### config.mk
export PLATFORM = sky130hd
export DESIGN_NAME = mem_port_arbiter_flat
export DESIGN_NICKNAME = d
export VERILOG_FILES = /design/src/rtl/mem_port_arbiter_if.sv /design/src/rtl/mem_port_arbiter.sv /design/src/flat_wrapper.sv
export SDC_FILE = /design/constraint.sdc
export NUM_CORES = 1
export LEC_CHECK = 0
export BUFFER_PORTS_ARGS = -buffer_cell sky130_fd_sc_hd__buf_2
export CAP_MARGIN = 20
export CELL_PAD_IN_SITES_DETAIL_PLACEMENT = 0
export CELL_PAD_IN_SITES_GLOBAL_PLACEMENT = 1
export CORE_MARGIN = 3
export CORE_UTILIZATION = 36
export CTS_CLUSTER_SIZE = 40
export DETAILED_ROUTE_END_ITERATION = 10
export GPL_TIMING_DRIVEN = 0
export MAX_ROUTING_LAYER = met4
export PLACE_DENSITY_LB_ADDON = 0.3
export SYNTH_ARGS = -nofsm -noshare
export SYNTH_HDL_FRONTEND = slang
export SYNTH_SLANG_ARGS = --single-unit
### constraint.sdc
create_clock -name clk -period 2.2 [get_ports clk]
set_clock_uncertainty 0.05 [all_clocks]
set_input_delay 0.22 -clock clk [delete_from_list [all_inputs] [get_ports clk]]
set_output_delay 0.22 -clock clk [all_outputs]
set_load 0.005 [all_outputs]
### src/rtl/mem_port_arbiter_if.sv
// Bundle between the arbiter, the I/D requesters and the external memory port.
// The master view is the arbiter; the slave view is everything around it.
interface mem_port_arbiter_if #(
  parameter int AW = 32,
  parameter int DW = 32
);
  logic          i_req;
  logic [AW-1:0] i_addr;
  logic          i_flush;
  logic [DW-1:0] i_rdata;
  logic          i_valid;

  logic            d_req;
  logic            d_we;
  logic [AW-1:0]   d_addr;
  logic [DW-1:0]   d_wdata;
  logic [DW/8-1:0] d_be;
  logic [DW-1:0]   d_rdata;
  logic            d_valid;

  logic            mem_req;
  logic            mem_we;
  logic [AW-1:0]   mem_addr;
  logic [DW-1:0]   mem_wdata;
  logic [DW/8-1:0] mem_be;
  logic            mem_ack;
  logic [DW-1:0]   mem_rdata;

  logic stall_fetch_mem;
  logic stall_pipe_mem;
  logic timeout_err;

  modport master (
    input  i_req, i_addr, i_flush, d_req, d_we, d_addr, d_wdata, d_be,
           mem_ack, mem_rdata,
    output i_rdata, i_valid, d_rdata, d_valid,
           mem_req, mem_we, mem_addr, mem_wdata, mem_be,
           stall_fetch_mem, stall_pipe_mem, timeout_err
  );

  modport slave (
    output i_req, i_addr, i_flush, d_req, d_we, d_addr, d_wdata, d_be,
           mem_ack, mem_rdata,
    input  i_rdata, i_valid, d_rdata, d_valid,
           mem_req, mem_we, mem_addr, mem_wdata, mem_be,
           stall_fetch_mem, stall_pipe_mem, timeout_err
  );
endinterface

### src/rtl/mem_port_arbiter.sv
// Shares one external memory port between I-fetch and load/store, D side first,
// with flush-drop of wrong-path fetches and a per-access timeout watchdog.
//
// state  | meaning
// IDLE   | no access in flight; grant D, else unflushed I
// I_BUSY | fetch issued, waiting for mem_ack or timeout
// D_BUSY | load/store issued, waiting for mem_ack or timeout
// RESP   | one-cycle completion pulse to the owner
module mem_port_arbiter #(
  parameter int AW      = 32,
  parameter int DW      = 32,
  parameter int TIMEOUT = 255
) (
  input logic               clk,
  input logic               rst_n,
  mem_port_arbiter_if.master bus
);

  localparam int CW = (TIMEOUT < 1) ? 1 : $clog2(TIMEOUT + 1);

  typedef enum logic [1:0] {IDLE, I_BUSY, D_BUSY, RESP} state_t;

  state_t        state, state_nxt;
  logic          drop;
  logic [CW-1:0] cnt;
  logic [CW:0]   cnt_plus;
  logic          busy, ack, expire, done, grant_d, grant_i, drop_now;

  always_ff @(posedge clk or negedge rst_n) begin
    if (!rst_n) state <= IDLE;
    else        state <= state_nxt;
  end

  always_comb begin
    state_nxt = state;
    case (state)
      IDLE: begin
        if (bus.d_req)                      state_nxt = D_BUSY;
        else if (bus.i_req && !bus.i_flush) state_nxt = I_BUSY;
      end
      I_BUSY, D_BUSY: if (done) state_nxt = RESP;
      RESP:           state_nxt = IDLE;
      default:        state_nxt = IDLE;
    endcase
  end

  always_comb begin
    busy     = (state == I_BUSY) || (state == D_BUSY);
    grant_d  = (state == IDLE) && bus.d_req;
    grant_i  = (state == IDLE) && !bus.d_req && bus.i_req && !bus.i_flush;
    ack      = busy && bus.mem_ack;
    cnt_plus = {1'b0, cnt} + 1'b1;
    // Expiry fires on the TIMEOUT-th ack-less BUSY cycle; a same-cycle ack wins.
    expire   = busy && !bus.mem_ack && (TIMEOUT != 0) &&
               (cnt_plus == (CW+1)'(TIMEOUT));
    done     = ack || expire;
    drop_now = drop || ((state == I_BUSY) && bus.i_flush);
  end

  always_ff @(posedge clk or negedge rst_n) begin
    if (!rst_n) begin
      bus.mem_req     <= 1'b0;
      bus.mem_we      <= 1'b0;
      bus.mem_addr    <= '0;
      bus.mem_wdata   <= '0;
      bus.mem_be      <= '0;
      bus.i_rdata     <= '0;
      bus.i_valid     <= 1'b0;
      bus.d_rdata     <= '0;
      bus.d_valid     <= 1'b0;
      bus.timeout_err <= 1'b0;
      drop            <= 1'b0;
      cnt             <= '0;
    end else begin
      bus.i_valid <= 1'b0;
      bus.d_valid <= 1'b0;

      if (grant_d) begin
        bus.mem_req   <= 1'b1;
        bus.mem_we    <= bus.d_we;
        bus.mem_addr  <= bus.d_addr;
        bus.mem_wdata <= bus.d_wdata;
        bus.mem_be    <= bus.d_be;
      end else if (grant_i) begin
        bus.mem_req  <= 1'b1;
        bus.mem_we   <= 1'b0;
        bus.mem_addr <= bus.i_addr;
        bus.mem_be   <= '1;
      end

      if (done) begin
        bus.mem_req <= 1'b0;
        bus.mem_we  <= 1'b0;
        if (state == D_BUSY) begin
          bus.d_rdata <= ack ? bus.mem_rdata : '0;
          bus.d_valid <= 1'b1;
        end else if (!drop_now) begin
          bus.i_rdata <= ack ? bus.mem_rdata : '0;
          bus.i_valid <= 1'b1;
        end
      end

      if (expire) bus.timeout_err <= 1'b1;

      if (state == RESP)                          drop <= 1'b0;
      else if ((state == I_BUSY) && bus.i_flush)  drop <= 1'b1;

      if (grant_d || grant_i)                     cnt <= '0;
      else if (busy && !bus.mem_ack && cnt != '1) cnt <= cnt + 1'b1;
    end
  end

  assign bus.stall_fetch_mem = bus.i_req && !bus.i_valid;
  assign bus.stall_pipe_mem  = bus.d_req && !bus.d_valid;

endmodule

### src/flat_wrapper.sv
// flat-port wrapper written by rule: the top's interface ports become plain ports
module mem_port_arbiter_flat 
#(
  parameter int AW      = 32,
  parameter int DW      = 32,
  parameter int TIMEOUT = 255
)
  (clk, rst_n, bus_i_req, bus_i_addr, bus_i_flush, bus_d_req, bus_d_we, bus_d_addr, bus_d_wdata, bus_d_be, bus_mem_ack, bus_mem_rdata, bus_i_rdata, bus_i_valid, bus_d_rdata, bus_d_valid, bus_mem_req, bus_mem_we, bus_mem_addr, bus_mem_wdata, bus_mem_be, bus_stall_fetch_mem, bus_stall_pipe_mem, bus_timeout_err);
  mem_port_arbiter_if #(.AW(AW), .DW(DW)) bus_i ();
  input logic clk;
  input logic rst_n;
  input wire logic [$bits(bus_i.i_req)-1:0] bus_i_req;
  input wire logic [$bits(bus_i.i_addr)-1:0] bus_i_addr;
  input wire logic [$bits(bus_i.i_flush)-1:0] bus_i_flush;
  input wire logic [$bits(bus_i.d_req)-1:0] bus_d_req;
  input wire logic [$bits(bus_i.d_we)-1:0] bus_d_we;
  input wire logic [$bits(bus_i.d_addr)-1:0] bus_d_addr;
  input wire logic [$bits(bus_i.d_wdata)-1:0] bus_d_wdata;
  input wire logic [$bits(bus_i.d_be)-1:0] bus_d_be;
  input wire logic [$bits(bus_i.mem_ack)-1:0] bus_mem_ack;
  input wire logic [$bits(bus_i.mem_rdata)-1:0] bus_mem_rdata;
  output wire logic [$bits(bus_i.i_rdata)-1:0] bus_i_rdata;
  output wire logic [$bits(bus_i.i_valid)-1:0] bus_i_valid;
  output wire logic [$bits(bus_i.d_rdata)-1:0] bus_d_rdata;
  output wire logic [$bits(bus_i.d_valid)-1:0] bus_d_valid;
  output wire logic [$bits(bus_i.mem_req)-1:0] bus_mem_req;
  output wire logic [$bits(bus_i.mem_we)-1:0] bus_mem_we;
  output wire logic [$bits(bus_i.mem_addr)-1:0] bus_mem_addr;
  output wire logic [$bits(bus_i.mem_wdata)-1:0] bus_mem_wdata;
  output wire logic [$bits(bus_i.mem_be)-1:0] bus_mem_be;
  output wire logic [$bits(bus_i.stall_fetch_mem)-1:0] bus_stall_fetch_mem;
  output wire logic [$bits(bus_i.stall_pipe_mem)-1:0] bus_stall_pipe_mem;
  output wire logic [$bits(bus_i.timeout_err)-1:0] bus_timeout_err;
  assign bus_i.i_req = bus_i_req;
  assign bus_i.i_addr = bus_i_addr;
  assign bus_i.i_flush = bus_i_flush;
  assign bus_i.d_req = bus_d_req;
  assign bus_i.d_we = bus_d_we;
  assign bus_i.d_addr = bus_d_addr;
  assign bus_i.d_wdata = bus_d_wdata;
  assign bus_i.d_be = bus_d_be;
  assign bus_i.mem_ack = bus_mem_ack;
  assign bus_i.mem_rdata = bus_mem_rdata;
  assign bus_i_rdata = bus_i.i_rdata;
  assign bus_i_valid = bus_i.i_valid;
  assign bus_d_rdata = bus_i.d_rdata;
  assign bus_d_valid = bus_i.d_valid;
  assign bus_mem_req = bus_i.mem_req;
  assign bus_mem_we = bus_i.mem_we;
  assign bus_mem_addr = bus_i.mem_addr;
  assign bus_mem_wdata = bus_i.mem_wdata;
  assign bus_mem_be = bus_i.mem_be;
  assign bus_stall_fetch_mem = bus_i.stall_fetch_mem;
  assign bus_stall_pipe_mem = bus_i.stall_pipe_mem;
  assign bus_timeout_err = bus_i.timeout_err;
  mem_port_arbiter #(.AW(AW), .DW(DW), .TIMEOUT(TIMEOUT)) u_core (.clk(clk), .rst_n(rst_n), .bus(bus_i));
endmodule
==> results of run 1 <==
==> worst max-delay path by stage <==
stage,startpoint,endpoint,slack [ns],depth (start not counted)
after floorplan,u_core.state[0],u_core.cnt[5],0.35,7
after global placement,rst_n,u_core.bus.mem_wdata[19],-1.14,1
after detailed placement,u_core.state[0],u_core.bus.mem_addr[24],-0.21,6
after CTS,u_core.state[0],u_core.bus.mem_addr[1],0.002,7
after global routing,u_core.state[1],u_core.bus.i_rdata[3],-0.01,8
final,u_core.state[1],u_core.bus.i_rdata[3],0.1,8
==> layer usage <==
metal  global-route usage (%)  wire [µm]  vias up
li1                         -          -     2330
met1                     24.5       7760     2372
met2                     33.7       8820      199
met3                     5.92       1280       24
met4                     7.81        340        0
met5                        -          0        -
==> worst register-to-register path, stage by stage (launching register included) <==
cell and delay [ns]:
sky130_fd_sc_hd__dfrtp_1 0.37, sky130_fd_sc_hd__inv_1 0.10, sky130_fd_sc_hd__ha_1 0.19, sky130_fd_sc_hd__a21oi_1 0.21, sky130_fd_sc_hd__nor2b_2 0.25, sky130_fd_sc_hd__and3_1 0.17
sky130_fd_sc_hd__clkbuf_1 0.23, sky130_fd_sc_hd__buf_2 0.29, sky130_fd_sc_hd__a22o_1 0.18
==> layout by cell type, fill, tap and decap left out, types with 8 or more instances in the layout <==
| cell | count |
|---|---|
| sky130_fd_sc_hd__mux2i_1 | 35 |
| sky130_fd_sc_hd__mux2_2 | 32 |
| sky130_fd_sc_hd__o21ai_0 | 33 |
| sky130_fd_sc_hd__nor2_1 | 14 |
| sky130_fd_sc_hd__clkbuf_16 | 17 |
| sky130_fd_sc_hd__a22o_1 | 64 |
| sky130_fd_sc_hd__nand2_1 | 35 |
| sky130_fd_sc_hd__dfrtp_1 | 148 |
| sky130_fd_sc_hd__clkbuf_1 | 8 |
| sky130_fd_sc_hd__dlygate4sd3_1 | 69 |
| sky130_fd_sc_hd__buf_2 | 282 |
==> area by class of cell <==
cell class	count	area [µm²]	share of cell area [%]
Timing Repair Buffer	347	2110	23.6
Buffer	29	186	2.08
Antenna cell	1	2.50	0.0279
Sequential cell	148	3700	41.4
Clock inverter	11	125	1.40
Tap cell	216	270	3.02
Inverter	6	22.5	0.252
Multi-Input combinational cell	263	2060	23.0
Clock buffer	21	470	5.25
==> repair_timing <==
action / CTS / global route
resized for setup: 4 / 13
hold buffers: 69 / 0
endpoints found under the setup margin: 15 / 73
gates cloned: 0 / 0
endpoints found under the hold margin: 186 / 0
==> report_power, final <==
group          internal (mW)  switching (mW)  leakage, nW  total [mW]
logic                   2.37            2.20         2.61        4.57
clock network           1.76            1.11        0.289        2.88
registers               3.98           0.676         1.83        4.66
total                   8.11            3.99         4.74        12.1
==> sequential cells by signal, summed over array words and instances, names as in the netlist, 2 cells and up <==
name and cells:
u_core.cnt 8, u_core.bus.mem_be 4, u_core.bus.mem_addr 32, u_core.bus.d_rdata 32, u_core.state 2, u_core.bus.mem_wdata 32, u_core.bus.i_rdata 32
==> Yosys cell counts (2+ instances only) <==
cell and count:
sky130_fd_sc_hd__a211oi_1 2, sky130_fd_sc_hd__a21oi_1 3, sky130_fd_sc_hd__a22o_1 64, sky130_fd_sc_hd__and3_1 4
sky130_fd_sc_hd__buf_1 4, sky130_fd_sc_hd__buf_2 9, sky130_fd_sc_hd__buf_6 6, sky130_fd_sc_hd__clkbuf_1 10
sky130_fd_sc_hd__dfrtp_1 148, sky130_fd_sc_hd__ha_1 7, sky130_fd_sc_hd__inv_1 6, sky130_fd_sc_hd__mux2_2 32
sky130_fd_sc_hd__mux2i_1 35, sky130_fd_sc_hd__nand2_1 36, sky130_fd_sc_hd__nand2b_1 2, sky130_fd_sc_hd__nand3_1 3
sky130_fd_sc_hd__nand3_4 2, sky130_fd_sc_hd__nor2_1 14, sky130_fd_sc_hd__nor2b_1 5, sky130_fd_sc_hd__o21ai_0 33
sky130_fd_sc_hd__o22a_1 4, sky130_fd_sc_hd__xnor2_1 3, sky130_fd_sc_hd__xor2_1 6
==> logic make-up after synthesis <==
kind of cell	synth area share [%]
AOI/OAI and AO/OA	14.0
xor gates and xnor gates	1.33
adders and majority gates	1.47
buffers and inverters	3.16
DFF	62.3
muxes	12.0
and+or+nand+nor	5.75
==> results.md, run 1 <==
Placed design:
- The number of buffers inserted by port buffering is 277.
- The cell area after placement is 7630 µm².
- The placer's final routability congestion estimate is 0.829.
- The count of placed standard cells including taps is 940.
- The half-perimeter wire length of the detailed placement result is 13.2 mm.
- The post-place setup slack is -0.206 ns.

CTS:
- After clock tree synthesis, the clock-pin slew on the worst setup and hold paths is 0.06 ns.
- TritonCTS built the clock tree.
- In this run the deepest clock path goes through 2 buffers.
- The TritonCTS buffer count is 17.
- The cell sitting at the root of the clock tree is a sky130_fd_sc_hd__clkbuf_16.
- The later-pin clock latency in the skew report is 0.41 ns.
- The clock drives 148 sinks.
- The H-tree was split into 4 levels.
- The post-CTS setup repair buffer count is 0.

STA:
- Across all setup checks in the final design, the least slack found is 0.100 ns.
- Setup violations remaining at the end of the flow were counted as 0.
- The transition time of the tightest slew-check pin is 0.814 ns.
- Summed over all failing endpoints, the final setup total negative slack is 0 ns.
- The relative max-transition margin is 45.7%.
- Of the available clock period, the critical path in the final layout requires 95.5%.
- The final hold violation count is 0.
- The count of final max-slew check failures is 0.
- After layout, the minimum clock period comes to 2.10 ns.
- Hold is met by 0.0395 ns.
- Derived from the worst setup path, the maximum achievable clock frequency is 476 MHz.

Worst hold path:
- The startpoint of the tightest hold check path is bus_d_we.
- The worst min-delay path category is in2reg.
- The endpoint of the worst hold path is u_core.bus.mem_we.
- The number of cells on the worst hold path is 3.

Detailed routing:
- The number of routed nets with antenna violations is 0.
- The detailed-route via count is 4925.
- Dividing the detail-routed wire length by the instance count gives 17.5 µm.
- The post-route DRC violation count is 0.
- The overall routed net length is 18.2 mm.
- The pre-antenna-repair detailed-routing pass consisted of 4 iterations.
- Dividing the detail-routed via count by the number of cells gives 4.73.
- The first-iteration detailed-routing DRC count is 150.

Floorplanning:
- In this run the horizontal extent of the chip is 135 µm.
- The total core area is 16000 µm².
- 278 I/O pins were placed.
- The effective utilization at floorplan is 37.2%.
- Measured along the y axis, the die boundary spans 135 µm.
- The total number of placement rows is 46.
- The die covers 18100 µm².

Setup path:
- The data required time of the worst path is 2.50 ns.
- The family with the most delay on the worst path is buffers and inverters.
- The worst register-to-register path ends at u_core.bus.i_rdata[3].
- The critical path in this run is classified as reg2reg.
- Counting cells, the worst reg-to-reg path comes to 8.
- The flop-to-flop setup slack is 0.1 ns.
- Counting both buffers and inverters, the worst setup path holds a total of 3.
- The delay of the slowest cell on the worst path is 0.37 ns.
- The endpoint arrival time on the critical path is 2.40 ns.
- The category of the worst setup path capture point is a register.
- The signal on the critical path passes through inv_1 > ha_1 > a21oi_1 > nor2b_2 > and3_1 > clkbuf_1 > buf_2 > a22o_1.
- The category of the worst setup path launch point is a register.
- The reg-to-reg startpoint is u_core.state[1].
- In this run the worst path has a maximum fanout of 10.
- The slowest stage cell on the critical path is sky130_fd_sc_hd__dfrtp_1.

Global route:
- The global-route wire length before repair is 28.6 mm.
- The pin count of the biggest net entering global routing is 89.
- The number of antenna violations at the first check in global routing was 1.
- Global routing used 20.7% of the available tracks.
- For this run the aggregate overflow at the end of global routing stands at 0.
- The number of global-route vias before repair is 5519.

Logic synthesis:
- The most instantiated flip-flop cell in the synthesis netlist is sky130_fd_sc_hd__dfrtp_1.
- Synthesis produced a netlist whose cell count is 446.
- The synthesized design contains 0 enable-type register cells.
- The synthesized netlist net count is 592.
- The count of unique library cells instantiated by Yosys is 31.
- The register bit count reported by yosys is 148.
- The async set-reset flop share out of synthesis is 100%.
- By area the synthesized netlist is led by sky130_fd_sc_hd__dfrtp_1 62%, sky130_fd_sc_hd__a22o_1 9.4%, sky130_fd_sc_hd__mux2_2 6.1%.
- Yosys printed 0 warnings.
- The cell area that synthesis handed to floorplanning was 5940 µm².
- The portion of the post-synthesis area used by sequential elements is 62.3%.
- Of all cell types, the one taking the most synthesized area is sky130_fd_sc_hd__dfrtp_1.
- In this run the biggest area consumer among cell types represents 62.3% of the synthesized area.
- A synthesized cell averages 13.3 µm².

Pwr:
- The worst-case vdd ir drop is 696 µV.
- The analysis attributes to cell leakage a power of 4.74 nW.
- The total chip power is 12.1 mW.
- The power density relative to cell area is 1350 nW/µm².

Cells and area:
- At the end of the flow the core is filled with cells to 56.0%.
- For this run, the post-layout net count is 958.
- Excluding fillers, the count of instances in the completed layout stands at 1042.
- The total of fill cells in the finished design is 1379.
- The final cell area excluding filler cells is 8950 µm².
- The fraction of final layout cells sized beyond drive strength 1 is 44.7%.
- Relative to the synthesized area, the layout overhead comes to 50.6%.

Job:
- The max-capacitance violation count is 0.

Status:
- The run finished with clean final reports.
Note: power is estimated with default switching activity, not from simulation.
==> run 2, diff against run 1 <==
- CELL_PAD_IN_SITES_DETAIL_PLACEMENT: 0 -> unset
- CELL_PAD_IN_SITES_GLOBAL_PLACEMENT: 1 -> unset
- CORE_UTILIZATION: 36 -> 47
==> results.md, run 2 (synthesis results as in run 1) <==
Status:
- The run finished with clean final reports.

Placed design:
- Detailed placement finished with a half-perimeter wire length of 12.6 mm.
- The number of placed instances, taps included, is 893.
- The number of buffers inserted by port buffering is 277.
- The placer's final routability congestion estimate is 0.837.
- Summing all placed instances gives a cell area of 7600 µm².

Cells and area:
- The footprint of the multi-input gates is 2060 µm².
- The net count of the finished layout is 958.
- The combined flip-flop and latch cell area is 3700 µm².
- Leaving out fill and tap cells, the most frequent cells in the layout are 283 x sky130_fd_sc_hd__buf_2, 148 x sky130_fd_sc_hd__dfrtp_1, 68 x sky130_fd_sc_hd__dlygate4sd3_1.
- The leading cell type in the layout, fill and taps excluded is sky130_fd_sc_hd__buf_2.
- The total of fill cells in the finished design is 852.
- Cells with a size suffix above 1 make up 44.8% of the layout.
- The area growth from synthesis to layout is 49.4%.
- The number of non-filler instances in the completed layout is 995.
- Once layout is done, the placed cells without fillers occupy 8880 µm².

CTS:
- The clock tree from TritonCTS is built.
- The cell sitting at the root of the clock tree is a sky130_fd_sc_hd__clkbuf_16.
- In this run the deepest clock path goes through 2 buffers.
- The number of clock sinks is 148.
- The maximum level of the CTS H-tree is 4.
- For the worst-skew pair, the clock arrives at the later sink with an insertion delay of 0.41 ns.
- The TritonCTS buffer count is 17.
- The clock slew seen by the registers of the worst setup and hold paths is 0.06 ns.
- Once the clock tree was built, the setup fixing pass inserted 0 buffers.

Pwr:
- The worst-case vdd ir drop is 769 µV.
- Power spread over the standard cell area amounts to 1360 nW/µm².
- The standby leakage power is 4.72 nW.
- The total chip power is 12.1 mW.

Detailed routing:
- The detailed-route via count is 5198.
- The first routing iteration left 382 violations.
- Before antenna repair, the detailed router went through 5 iterations.
- In this run the remaining antenna-violating nets after routing total 0.
- The overall routed net length is 18.7 mm.
- The post-route DRC violation count is 0.
- The via density per instance is 5.22.
- In the final routed layout, each cell accounts on average for 18.8 µm.

Setup path:
- The category of the worst setup path capture point is a register.
- The data required time of the worst path is 2.50 ns.
- For the worst setup path, the data arrival time is 2.36 ns.
- The critical path class is reg2reg.
- The category of the worst setup path launch point is a register.
- The critical-path maximum fanout is 10.

Floorplanning:
- The I/O pin count is 278.
- The area of the die is 14000 µm².
- The total core area is 12200 µm².
- The floorplan has 40 rows.
- The effective utilization at floorplan is 48.7%.
- The die width is 118 µm.
- From bottom edge to top edge, the die measures 118 µm.

STA:
- The relative max-transition margin is 63.6%.
- Setup violations remaining at the end of the flow were counted as 0.
- At the pin with the least slew margin, the transition time is 0.546 ns.
- The sum of negative setup slack is 0 ns.
- Of the available clock period, the critical path in the final layout requires 93.7%.
- After layout, the minimum clock period comes to 2.06 ns.
- Hold timing on the final database bottoms out at a slack of 0.0470 ns.
- The final hold violation count is 0.
- Setup repair after global routing left no endpoint under its margin.
- The count of final max-slew check failures was 0.
- The top achievable clock speed is 485 MHz.

Worst hold path:
- In this run the worst hold path is classified as in2reg.

Global route:
- The global-route wire length before repair is 29.8 mm.
- The pin count of the biggest net entering global routing is 75.
- The total overflow left after global routing is 0.
- The total routing resource utilization after global routing is 27.7%.
- The number of global-route vias before repair is 5555.
- The number of antenna violations at the first check in global routing is 3.

Job:
- The max-capacitance violation count is 0.
==> run 2: report_power, final <==
group / leakage [nW] / internal (mW) / switching, mW
clock: 0.268 / 1.66 / 1.12
sequential: 1.83 / 3.98 / 0.711
combinational: 2.62 / 2.37 / 2.27
total: 4.72 / 8.01 / 4.10
==> run 2: worst paths after layout <==
kind                                   startpoint                       to  slack [ns]  depth (start not counted)
max                               u_core.state[1]    u_core.bus.i_rdata[9]        0.14                          8
min                              bus_mem_rdata[9]    u_core.bus.i_rdata[9]        0.05                          2
max reg2reg                       u_core.state[1]    u_core.bus.i_rdata[9]        0.14                          8
min reg2reg                u_core.bus.timeout_err   u_core.bus.timeout_err        0.42                          1
max in group asynchronous                   rst_n  u_core.bus.mem_addr[18]        1.43                          3
min in group asynchronous                   rst_n   u_core.bus.d_rdata[27]        0.35                          3
==> run 2: repair_timing <==
action | CTS | global route
endpoints found under the hold margin | 243 | 0
resized for setup | 2 | 12
setup endpoints to repair | 12 | 78
cloned | 0 | 0
hold buffers | 68 | 0
==> run 2: critical path: stages (launching register included) <==
cell                       delay (ns)
sky130_fd_sc_hd__dfrtp_1         0.37
sky130_fd_sc_hd__inv_1           0.10
sky130_fd_sc_hd__ha_1            0.18
sky130_fd_sc_hd__a21oi_1         0.18
sky130_fd_sc_hd__nor2b_2         0.23
sky130_fd_sc_hd__and3_1          0.18
sky130_fd_sc_hd__clkbuf_1        0.23
sky130_fd_sc_hd__buf_2           0.29
sky130_fd_sc_hd__a22o_1          0.18
==> run 2: routing by layer <==
metal	vias to the layer above	global-route usage [%]	part of all wire, %	routed length [µm]
met5	-	-	0	0
met4	0	12.5	3.3	616
met3	43	6.65	7.4	1390
met2	264	46.4	51	9530
met1	2559	31.9	38	7180
li1	2332	-	-	-
==> run 2: final cells by class <==
cell class / instances / share of cell area (%)
sequential: 148 / 41.7
timing repair buffer: 347 / 24.0
multi-input combinational: 263 / 23.2
clock buffer: 18 / 4.83
tap: 168 / 2.37
buffer: 29 / 2.01
clock inverter: 13 / 1.54
inverter: 6 / 0.254
antenna: 3 / 0.0845
==> run 2: metrics by stage <==
step                      worst slack (ns)  utilization [%]
final                                0.138             72.7
after CTS                           0.0208             72.5
after detailed placement            -0.149             62.3
after floorplan                      0.347                -
after global routing               0.00975             72.7
after global placement               -1.10             61.8
==> run 3, diff against run 2 <==
- CTS_BUF_LIST: unset -> sky130_fd_sc_hd__clkbuf_16
==> results.md, run 3 (synthesis results as in run 1) <==
Setup path:
- The critical path class is reg2reg.
- The category of the worst setup path capture point is a register.
- The largest individual stage delay along the critical path comes from the cell sky130_fd_sc_hd__dfrtp_1.
- The category of the worst setup path launch point is a register.
- For the worst setup path, the data arrival time is 2.36 ns.
- The number of buffer and inverter stages on the critical path is 3.
- The delay of the slowest cell on the worst path is 0.37 ns.
- On the critical path the largest part of the delay comes from buffers and inverters.
- Walking the worst path, the cells encountered are inv_1 > ha_1 > a21oi_1 > nor2b_2 > and3_1 > clkbuf_1 > buf_2 > a22o_1.
- The data required time of the worst path is 2.50 ns.
- The critical-path maximum fanout is 10.

Detailed routing:
- Across all layers, the routed design uses 5193 vias.
- The highest metal layer used by the detailed router is met4.
- After detailed routing, the average wire length per cell comes to 18.8 µm.
- After detailed routing, the met3 layer carries 1.34 mm of wire.
- The number of search-and-repair iterations in the first detailed-routing pass is 5.
- In this run the remaining antenna-violating nets after routing total 0.
- The detailed router put a total of 7.19 mm of wire on met1.
- The post-route DRC violation count is 0.
- Using the TritonRoute via totals, the vias-per-cell ratio works out to 5.22.
- The first-iteration detailed-routing DRC count is 367.
- The overall routed net length is 18.7 mm.
- The met2 wire length is 9.55 mm.

Cells and area:
- The final cell area excluding filler cells is 8880 µm².
- Registers take 3700 µm².
- The number of nets in the finished design is 958.
- The library cells used most frequently in the layout, excluding fill and tap cells, are 283 x sky130_fd_sc_hd__buf_2, 148 x sky130_fd_sc_hd__dfrtp_1, 68 x sky130_fd_sc_hd__dlygate4sd3_1.
- The post-route netlist has 44.8% of its cells at a drive strength greater than 1.
- Summing all multi-input logic gate instances after layout gives 2060 µm².
- The library cell used most frequently in the layout, excluding fill and tap cells, is sky130_fd_sc_hd__buf_2.
- Fill cells in the final layout number 852.
- Compared with the post-synthesis result, the final layout area differs by 49.4%.

CTS:
- In this run the clock root is driven by a sky130_fd_sc_hd__clkbuf_16.
- The number of clock sinks is 148.
- Clock-pin slew was measured on the worst setup and hold paths at 0.06 ns.
- Clock latency on the worst-skew pair, taken at its later pin, is 0.41 ns.
- The maximum level of the CTS H-tree is 4.
- The maximum clock insertion buffer count is 2.
- The post-CTS setup repair buffer count is 0.
- The clock tree from TritonCTS is built.
- In this run, CTS created clock tree buffers numbering 17.

Placed design:
- Port buffering added 277 buffers.
- The cell area after placement is 7600 µm².
- At the end of routability-driven placement, the weighted congestion stood at 0.837.
- The wire-length estimate of the detail-placed layout is 12.6 mm.

Floorplanning:
- 278 I/O pins were placed.
- The total core area is 12200 µm².
- The effective utilization at floorplan is 48.7%.
- The total number of placement rows is 40.
- The area of the die is 14000 µm².
- The floorplan step set the die height to 118 µm.
- The die width is 118 µm.

STA:
- Setup repair after global routing left no endpoint under its margin.
- The count of final max-slew check failures is 0.
- Setup violations remaining at the end of the flow were counted as 0.
- The transition time of the tightest slew-check pin is 0.546 ns.
- The relative max-transition margin is 63.6%.
- The worst hold slack is 0.0471 ns.
- The top achievable clock speed is 484 MHz.
- The final critical-path share of the clock period is 93.9%.
- The final hold violation count is 0.
- The post-layout minimum cycle time is 2.07 ns.

Job:
- The max-capacitance violation count is 0.

Global route:
- The pin count of the biggest net entering global routing is 75.
- Global routing used 27.7% of the available tracks.
- Summed over all layers, the global routing overflow is 0.
- The global-route wire length before repair is 29.8 mm.
- The number of global-route vias before repair is 5555.
- The number of antenna violations at the first check in global routing came to 3.

Status:
- The run finished with clean final reports.

Pwr:
- The standby leakage power is 4.72 nW.
- The worst-case vdd ir drop is 770 µV.
- The power density relative to cell area is 1360 nW/µm².

Worst hold path:
- The worst min-delay path category is in2reg.
-- run 3: cell types whose count changed in the layout (fill, tap and decap cells not counted), sizes merged --
cell and delta:
inv +1, clkbuf -1
-- run 3: area by class of cell --
type / instances / area share (%)
diodes: 3 / 0.0845
plain buffers: 29 / 2.01
clock buffers: 17 / 4.79
well taps: 168 / 2.37
flip-flops and latches: 148 / 41.7
inverters: 6 / 0.254
clock inverters: 14 / 1.58
repair buffers: 347 / 24.0
multi-input cells: 263 / 23.2
-- run 3: routing by layer --
layer,GRT usage [%],vias to the layer above
met5,-,-
met4,12.5,0
met3,6.65,45
met2,46.4,251
met1,31.9,2566
li1,-,2331
-- run 3: where the power goes --
part | total [mW] | leakage, nW | internal [mW] | switching, mW
sequential | 4.69 | 1.83 | 3.98 | 0.711
combinational | 4.64 | 2.62 | 2.37 | 2.27
clock | 2.77 | 0.272 | 1.65 | 1.12
total | 12.1 | 4.72 | 8.01 | 4.10
-- run 3: through the flow --
stage	setup TNS [ns]	util [%]	total power [mW]	worst slack, ns	std cells
floorplan	0	-	7.02	0.347	446
global placement	-161.42	61.8	8.94	-1.10	891
detailed placement	-0.773	62.3	9.17	-0.149	893
CTS	0	72.5	12.1	0.0208	992
global route	0	72.7	12.8	0.00975	995
finish	0	72.7	12.1	0.134	995
-- run 3: what timing repair did --
action                                 CTS  global route
hold buffers                            68             0
resized for setup                        2            12
endpoints found under the hold margin  243             0
setup endpoints to repair               12            78
cloned                                   0             0
-- run 3: path summary, 6_finish.rpt --
path,cells after the start,endpoint,slack [ns],start
min in group asynchronous,3,u_core.bus.d_rdata[27],0.34,rst_n
hold reg to reg,1,u_core.bus.timeout_err,0.42,u_core.bus.timeout_err
hold / removal,2,u_core.bus.i_rdata[9],0.05,bus_mem_rdata[9]
max in group asynchronous,3,u_core.bus.mem_addr[18],1.43,rst_n
setup / recovery,8,u_core.bus.i_rdata[9],0.13,u_core.state[1]
setup reg to reg,8,u_core.bus.i_rdata[9],0.13,u_core.state[1]
